[src/rtl/async_reset_seq_pkg.sv]
// Shared types, constants and elaboration helpers for the async reset sequencer.
// Included by the top and the down-counter sub-module.
package async_reset_seq_pkg;

    typedef enum logic [1:0] {
        IDLE    = 2'd0,
        HOLD    = 2'd1,
        RELEASE = 2'd2,
        DONE    = 2'd3
    } seq_state_e;

    // Flat constants so the state register can stay a plain logic vector
    localparam logic [1:0] ST_IDLE    = IDLE;
    localparam logic [1:0] ST_HOLD    = HOLD;
    localparam logic [1:0] ST_RELEASE = RELEASE;
    localparam logic [1:0] ST_DONE    = DONE;

    localparam int N_OUT_DFLT = 4;
    localparam int IDX_W      = $clog2(N_OUT_DFLT);

    // Index width for an arbitrary output count; a single output still needs one bit
    function automatic int idx_width(input int n);
        return (n > 1) ? $clog2(n) : 1;
    endfunction

    function automatic bit cnt_fits(input int cnt_w, input int hold, input int stag);
        longint lim;
        lim = (longint'(1) << cnt_w) - 1;
        return (hold >= 1) && (stag >= 0) && (longint'(hold) <= lim) && (longint'(stag) <= lim);
    endfunction

endpackage

[src/rtl/reset_down_counter.sv]
// Loadable down counter with a zero flag; it times both the hold window and the
// per-bit stagger gap, and saturates at zero instead of wrapping.
module reset_down_counter
    import async_reset_seq_pkg::*;
#(
    parameter int              CNT_W   = 8,
    parameter logic [CNT_W-1:0] RST_VAL = '0
) (
    input  logic             clk,
    input  logic             reset,
    input  logic             load,
    input  logic [CNT_W-1:0] load_val,
    input  logic             dec,
    output logic             zero
);

    logic [CNT_W-1:0] cnt;

    always_ff @(posedge clk) begin
        if (reset) begin
            cnt <= RST_VAL;
        end else if (load) begin
            cnt <= load_val;
        end else if (dec && (cnt != '0)) begin
            cnt <= cnt - CNT_W'(1);
        end
    end

    assign zero = (cnt == '0);

endmodule

[src/rtl/async_reset_sequencer.sv]
// Produces registered reset outputs from a synchronous request: assert the masked
// bits, hold them, then release them in index order with a fixed gap after each.
module async_reset_sequencer
    import async_reset_seq_pkg::*;
#(
    parameter int N_OUT       = 4,
    parameter int HOLD_CYCLES = 8,
    parameter int STAGGER     = 2,
    parameter int CNT_W       = 8
) (
    input  logic             CLK,
    input  logic             RESET,
    input  logic             req_valid,
    output logic             req_ready,
    input  logic [N_OUT-1:0] req_mask,
    output logic [N_OUT-1:0] rst_out,
    output logic             busy,
    output logic             done
);

    localparam int               SEL_W   = idx_width(N_OUT);
    localparam logic [CNT_W-1:0] HOLD_LD = CNT_W'(HOLD_CYCLES - 1);
    localparam logic [CNT_W-1:0] STAG_LD = (STAGGER > 0) ? CNT_W'(STAGGER - 1) : '0;
    localparam logic [SEL_W-1:0] IDX_MAX = SEL_W'(N_OUT - 1);

    generate
        if (!cnt_fits(CNT_W, HOLD_CYCLES, STAGGER)) begin : g_cnt_w_check
            $error("async_reset_sequencer: CNT_W cannot hold HOLD_CYCLES/STAGGER");
        end
    endgenerate

    logic [1:0]       state;
    logic [N_OUT-1:0] mask;
    logic [SEL_W-1:0] idx;
    logic             stag_wait;

    logic             cnt_load;
    logic [CNT_W-1:0] cnt_val;
    logic             cnt_dec;
    logic             cnt_zero;
    logic             accept;
    logic             last_idx;
    logic             clr_now;

    assign req_ready = (state == ST_IDLE);
    assign busy      = (state != ST_IDLE);
    assign accept    = req_ready && req_valid;
    assign last_idx  = (idx == IDX_MAX);
    // A masked bit is cleared on the first RELEASE cycle spent at its index
    assign clr_now   = (state == ST_RELEASE) && !stag_wait && mask[idx];

    always_comb begin
        cnt_load = 1'b0;
        cnt_val  = HOLD_LD;
        cnt_dec  = 1'b0;
        if (accept && (req_mask != '0)) begin
            cnt_load = 1'b1;
            cnt_val  = HOLD_LD;
        end else if (clr_now && (STAGGER > 0)) begin
            cnt_load = 1'b1;
            cnt_val  = STAG_LD;
        end else if ((state == ST_HOLD) || ((state == ST_RELEASE) && stag_wait)) begin
            cnt_dec  = 1'b1;
        end
    end

    reset_down_counter #(
        .CNT_W   (CNT_W),
        .RST_VAL (HOLD_LD)
    ) u_cnt (
        .clk      (CLK),
        .reset    (RESET),
        .load     (cnt_load),
        .load_val (cnt_val),
        .dec      (cnt_dec),
        .zero     (cnt_zero)
    );

    always_ff @(posedge CLK) begin
        if (RESET) begin
            state     <= ST_HOLD;
            rst_out   <= '1;
            mask      <= '1;
            idx       <= '0;
            stag_wait <= 1'b0;
            done      <= 1'b0;
        end else begin
            done <= 1'b0;
            case (state)
                ST_IDLE: begin
                    if (accept) begin
                        if (req_mask != '0) begin
                            mask    <= req_mask;
                            rst_out <= rst_out | req_mask;
                            state   <= ST_HOLD;
                        end else begin
                            state <= ST_DONE;
                            done  <= 1'b1;
                        end
                    end
                end
                ST_HOLD: begin
                    if (cnt_zero) begin
                        state     <= ST_RELEASE;
                        idx       <= '0;
                        stag_wait <= 1'b0;
                    end
                end
                ST_RELEASE: begin
                    if (clr_now) begin
                        rst_out[idx] <= 1'b0;
                    end
                    // Advance when the gap has elapsed, or immediately if no gap is owed
                    if ((stag_wait && cnt_zero) || (!stag_wait && !(mask[idx] && (STAGGER > 0)))) begin
                        stag_wait <= 1'b0;
                        if (last_idx) begin
                            state <= ST_DONE;
                            done  <= 1'b1;
                        end else begin
                            idx <= idx + SEL_W'(1);
                        end
                    end else if (clr_now) begin
                        stag_wait <= 1'b1;
                    end
                end
                default: begin
                    state <= ST_IDLE;
                end
            endcase
        end
    end

endmodule

[config.mk]
export PLATFORM = sky130hd
export DESIGN_NAME = async_reset_sequencer
export DESIGN_NICKNAME = d
export VERILOG_FILES = /design/src/rtl/async_reset_seq_pkg.sv /design/src/rtl/reset_down_counter.sv /design/src/rtl/async_reset_sequencer.sv
export SDC_FILE = /design/constraint.sdc
export NUM_CORES = 1
export LEC_CHECK = 0
export ABC_AREA = 1
export CAP_MARGIN = 20
export CORE_MARGIN = 2
export CORE_UTILIZATION = 40
export CTS_BUF_LIST = sky130_fd_sc_hd__clkbuf_8
export CTS_CLUSTER_DIAMETER = 120
export DETAILED_ROUTE_END_ITERATION = 8
export PLACE_DENSITY = 0.67
export SYNTH_ARGS = -nofsm -noshare
export SYNTH_HDL_FRONTEND = slang
export SYNTH_SLANG_ARGS = --single-unit
[constraint.sdc]
create_clock -name CLK -period 2.4 [get_ports CLK]
set_input_delay 0.48 -clock CLK [delete_from_list [all_inputs] [get_ports CLK]]
set_output_delay 0.48 -clock CLK [all_outputs]
set_load 0.01 [all_outputs]
==> run metrics <==
kind of cell with the highest combined delay on the critical path=buffers and inverters; CP Data Arrival Time=1.68 ns; top cells by count, synth=sky130_fd_sc_hd__nand2_1, sky130_fd_sc_hd__nor2_1, sky130_fd_sc_hd__dfxtp_1, sky130_fd_sc_hd__inv_1, sky130_fd_sc_hd__nand3_1; buffers and inverters on the worst path=3; leading post-synthesis cells by cell area=sky130_fd_sc_hd__dfxtp_1, sky130_fd_sc_hd__nand2_1, sky130_fd_sc_hd__ha_1; Achievable Freq=around 460 MHz; root cell of the clock tree=sky130_fd_sc_hd__clkbuf_8; aggregate global-route resource usage=0.176; minimum clock period=2.16 ns; number of port buffers=13; reported leakage power=0.715 nW; most used flip-flop cell after synthesis=sky130_fd_sc_hd__dfxtp_1; # Max-Cap Violations=0; wire length of the first global-routing pass=4920 um; Largest stage delay, worst path=0.55 ns; chain of cells forming the critical path=inv_1, ha_1, inv_1, clkdlybuf4s50_1; deepest level of the CTS H-tree=1; fraction of post-synthesis cell area in the top cell type by area=0.332; core occupancy in the finished layout=0.500; remaining number of nets flagged by the antenna check after routing=0; Num Clock Sinks=22; number of synthesized register bits=22; Setup Viol. Count Final=0; CTS tree=yes; Routed WL=about 3000 um; die extent in x=slightly above 60 um; Pre-Repair DR Iteration Count=4; peak ir drop on the vdd network=0.537 mV; result of the run=complete, no violations; drt drc=0; total number of vias=1,215; final global-route overflow total=0; maximum fanout along the worst path=5; Post-Synthesis Net Count=207; type of element launching the critical path=flop; data required time at the worst endpoint=1.92 ns; post-cts sizing count=0; kind of path behind the tightest hold check=flop to flop; Pins Over Slew Limit=0; power density relative to cell area=approximately 900 mW/mm2; EDFF count, synth=0; clock-pin transition on the worst setup and hold timing paths=0.08 ns; post-layout net count=around 220; leading cell type by number of instances after synthesis=sky130_fd_sc_hd__nand2_1; routed vias/inst=4.88; fraction of layout cells with a size suffix above 1=0.0829; Clock Tree Buf Depth=2; average cell area after synthesis=~7 um2; gate count after technology mapping=190; top cell type by total area after synthesis=sky130_fd_sc_hd__dfxtp_1; fraction of registers with async set or reset after synthesis=0; iteration-0 DRC count of the detailed router=61; Inserted Clock Buffers=3; weighted congestion reported at the end of routability-driven placement=around 0.83; Core Rows=20; via count of the first global-routing pass=1,053; Post-Route Skew=0.00324 ns; master of the slowest instance on the critical path=sky130_fd_sc_hd__clkdlybuf4s50_1; HPWL Detailed=2160 um; Worst Setup Path Type=flop to output pin; number of buffers inserted by post-CTS setup repair=0; count of unique library cells instantiated by Yosys=28; kind of end point of the critical path=output pin; antenna fix cells=0; unrepaired setup endpoints after global routing=false; Syn. warnings=0; actual slew at the worst max-slew pin=0.465 ns; maximum number of pins on one net before global-route repair=12; relative area change from synthesis to final layout=17.0%; Worst slew margin=0.687; synthesized area=about 0.0013 mm2; ratio of final minimum period to clock period=0.902; latest clock arrival within the worst-skew pair=0.26 ns; cell occurring most often along the worst timing path=sky130_fd_sc_hd__inv_1; num ports=14; die boundary height=around 62 um; die footprint=0.00380 mm2; setup tns final=0 ns; number of antenna violations at the first check in global routing=0; number of hold buffers added after CTS=0; average routed wire per standard cell=11.9 um; standard cell core area=0.00310 mm2; post-synthesis sequential area ratio=0.332; initial standard-cell utilization of the core=0.428; Hold Vio Cnt, Final=0
==> cell families (layout without fill, tap and decap cells) <==
group / count (synthesis) / after routing / share of synthesized area
xor gates and xnor gates: 3 / 3 / 0.0198
and+or+nand+nor: 102 / 102 / 0.351
DFF: 22 / 22 / 0.332
buffers and inverters: 27 / 42 / 0.0801
adders and majority gates: 10 / 10 / 0.0943
AOI/OAI and AO/OA: 26 / 26 / 0.123
==> layout by cell type, fill, tap and decap left out, drive strengths merged <==
| master | count |
|---|---|
| nand2 | 41 |
| nor2 | 33 |
| inv | 23 |
| dfxtp | 22 |
| nand3 | 18 |
| a21oi | 14 |
| clkdlybuf4s50 | 13 |
| ha | 10 |
| o21ai | 6 |
| o211ai | 4 |
| nand4 | 4 |
| nor3 | 3 |
| clkbuf | 3 |
| or2 | 2 |
| xor2 | 2 |
| buf | 2 |
| o21bai | 2 |
| clkinv | 1 |
| xnor2 | 1 |
| nand3b | 1 |
==> path summary, 6_finish.rpt <==
path                                 start          to  slack [ns]  cells after the start
worst min register to register  rst_out[1]  rst_out[1]        0.47                      2
worst max register to register    state[0]  rst_out[1]        0.55                      9
worst max-delay path              state[0]        busy        0.24                      4
worst min-delay path            rst_out[1]  rst_out[1]        0.47                      2
==> worst reg2reg max path, stage by stage, from the launching register on <==
cell	delay (ns)
sky130_fd_sc_hd__dfxtp_1	0.34
sky130_fd_sc_hd__inv_1	0.09
sky130_fd_sc_hd__ha_1	0.45
sky130_fd_sc_hd__inv_2	0.12
sky130_fd_sc_hd__nor2_1	0.17
sky130_fd_sc_hd__nand2_2	0.18
sky130_fd_sc_hd__nand2_1	0.17
sky130_fd_sc_hd__nand3_1	0.09
sky130_fd_sc_hd__nand2_1	0.08
sky130_fd_sc_hd__nand2_1	0.04
==> state kept, by name, indices dropped and copies added (netlist names) <==
signal     count
done           1
idx            2
mask           4
rst_out        4
stag_wait      1
state          2
u_cnt.cnt      8
==> cell type report <==
type                       instances  area [um2]
sequential                        22         440
tap                               44        55.1
multi-input combinational        141         781
fill                             329        1550
timing repair buffer              15         145
clock buffer                       3        41.3
inverter                          24        90.1
==> stage by stage <==
stage / std cells / worst slack (ns) / hold WS [ns] / power [mW] / instance area [um2]
after floorplan: 190 / 0.853 / 0.451 / 0.981 / 1330
after global routing: 249 / 0.168 / 0.493 / 1.52 / 1550
after detailed placement: 246 / 0.323 / 0.457 / 1.16 / 1510
final: 249 / 0.236 / 0.465 / 1.40 / 1550
after global placement: 246 / 0.343 / 0.457 / 1.16 / 1510
after CTS: 249 / 0.251 / 0.468 / 1.40 / 1550
==> power by group <==
part / switching (mW) / internal, mW
Clock: 0.122 / 0.112
Combinational: 0.400 / 0.270
Sequential: 0.0578 / 0.438
==> layer usage <==
layer | global-route usage | vias to the layer above | part of all wire
met5 | 0 | - | 0
met4 | 0.0638 | 0 | 0.011
met3 | 0.0273 | 4 | 0.047
met2 | 0.256 | 31 | 0.42
met1 | 0.261 | 539 | 0.52
li1 | - | 641 | -
(Power assumes the default switching activity.)
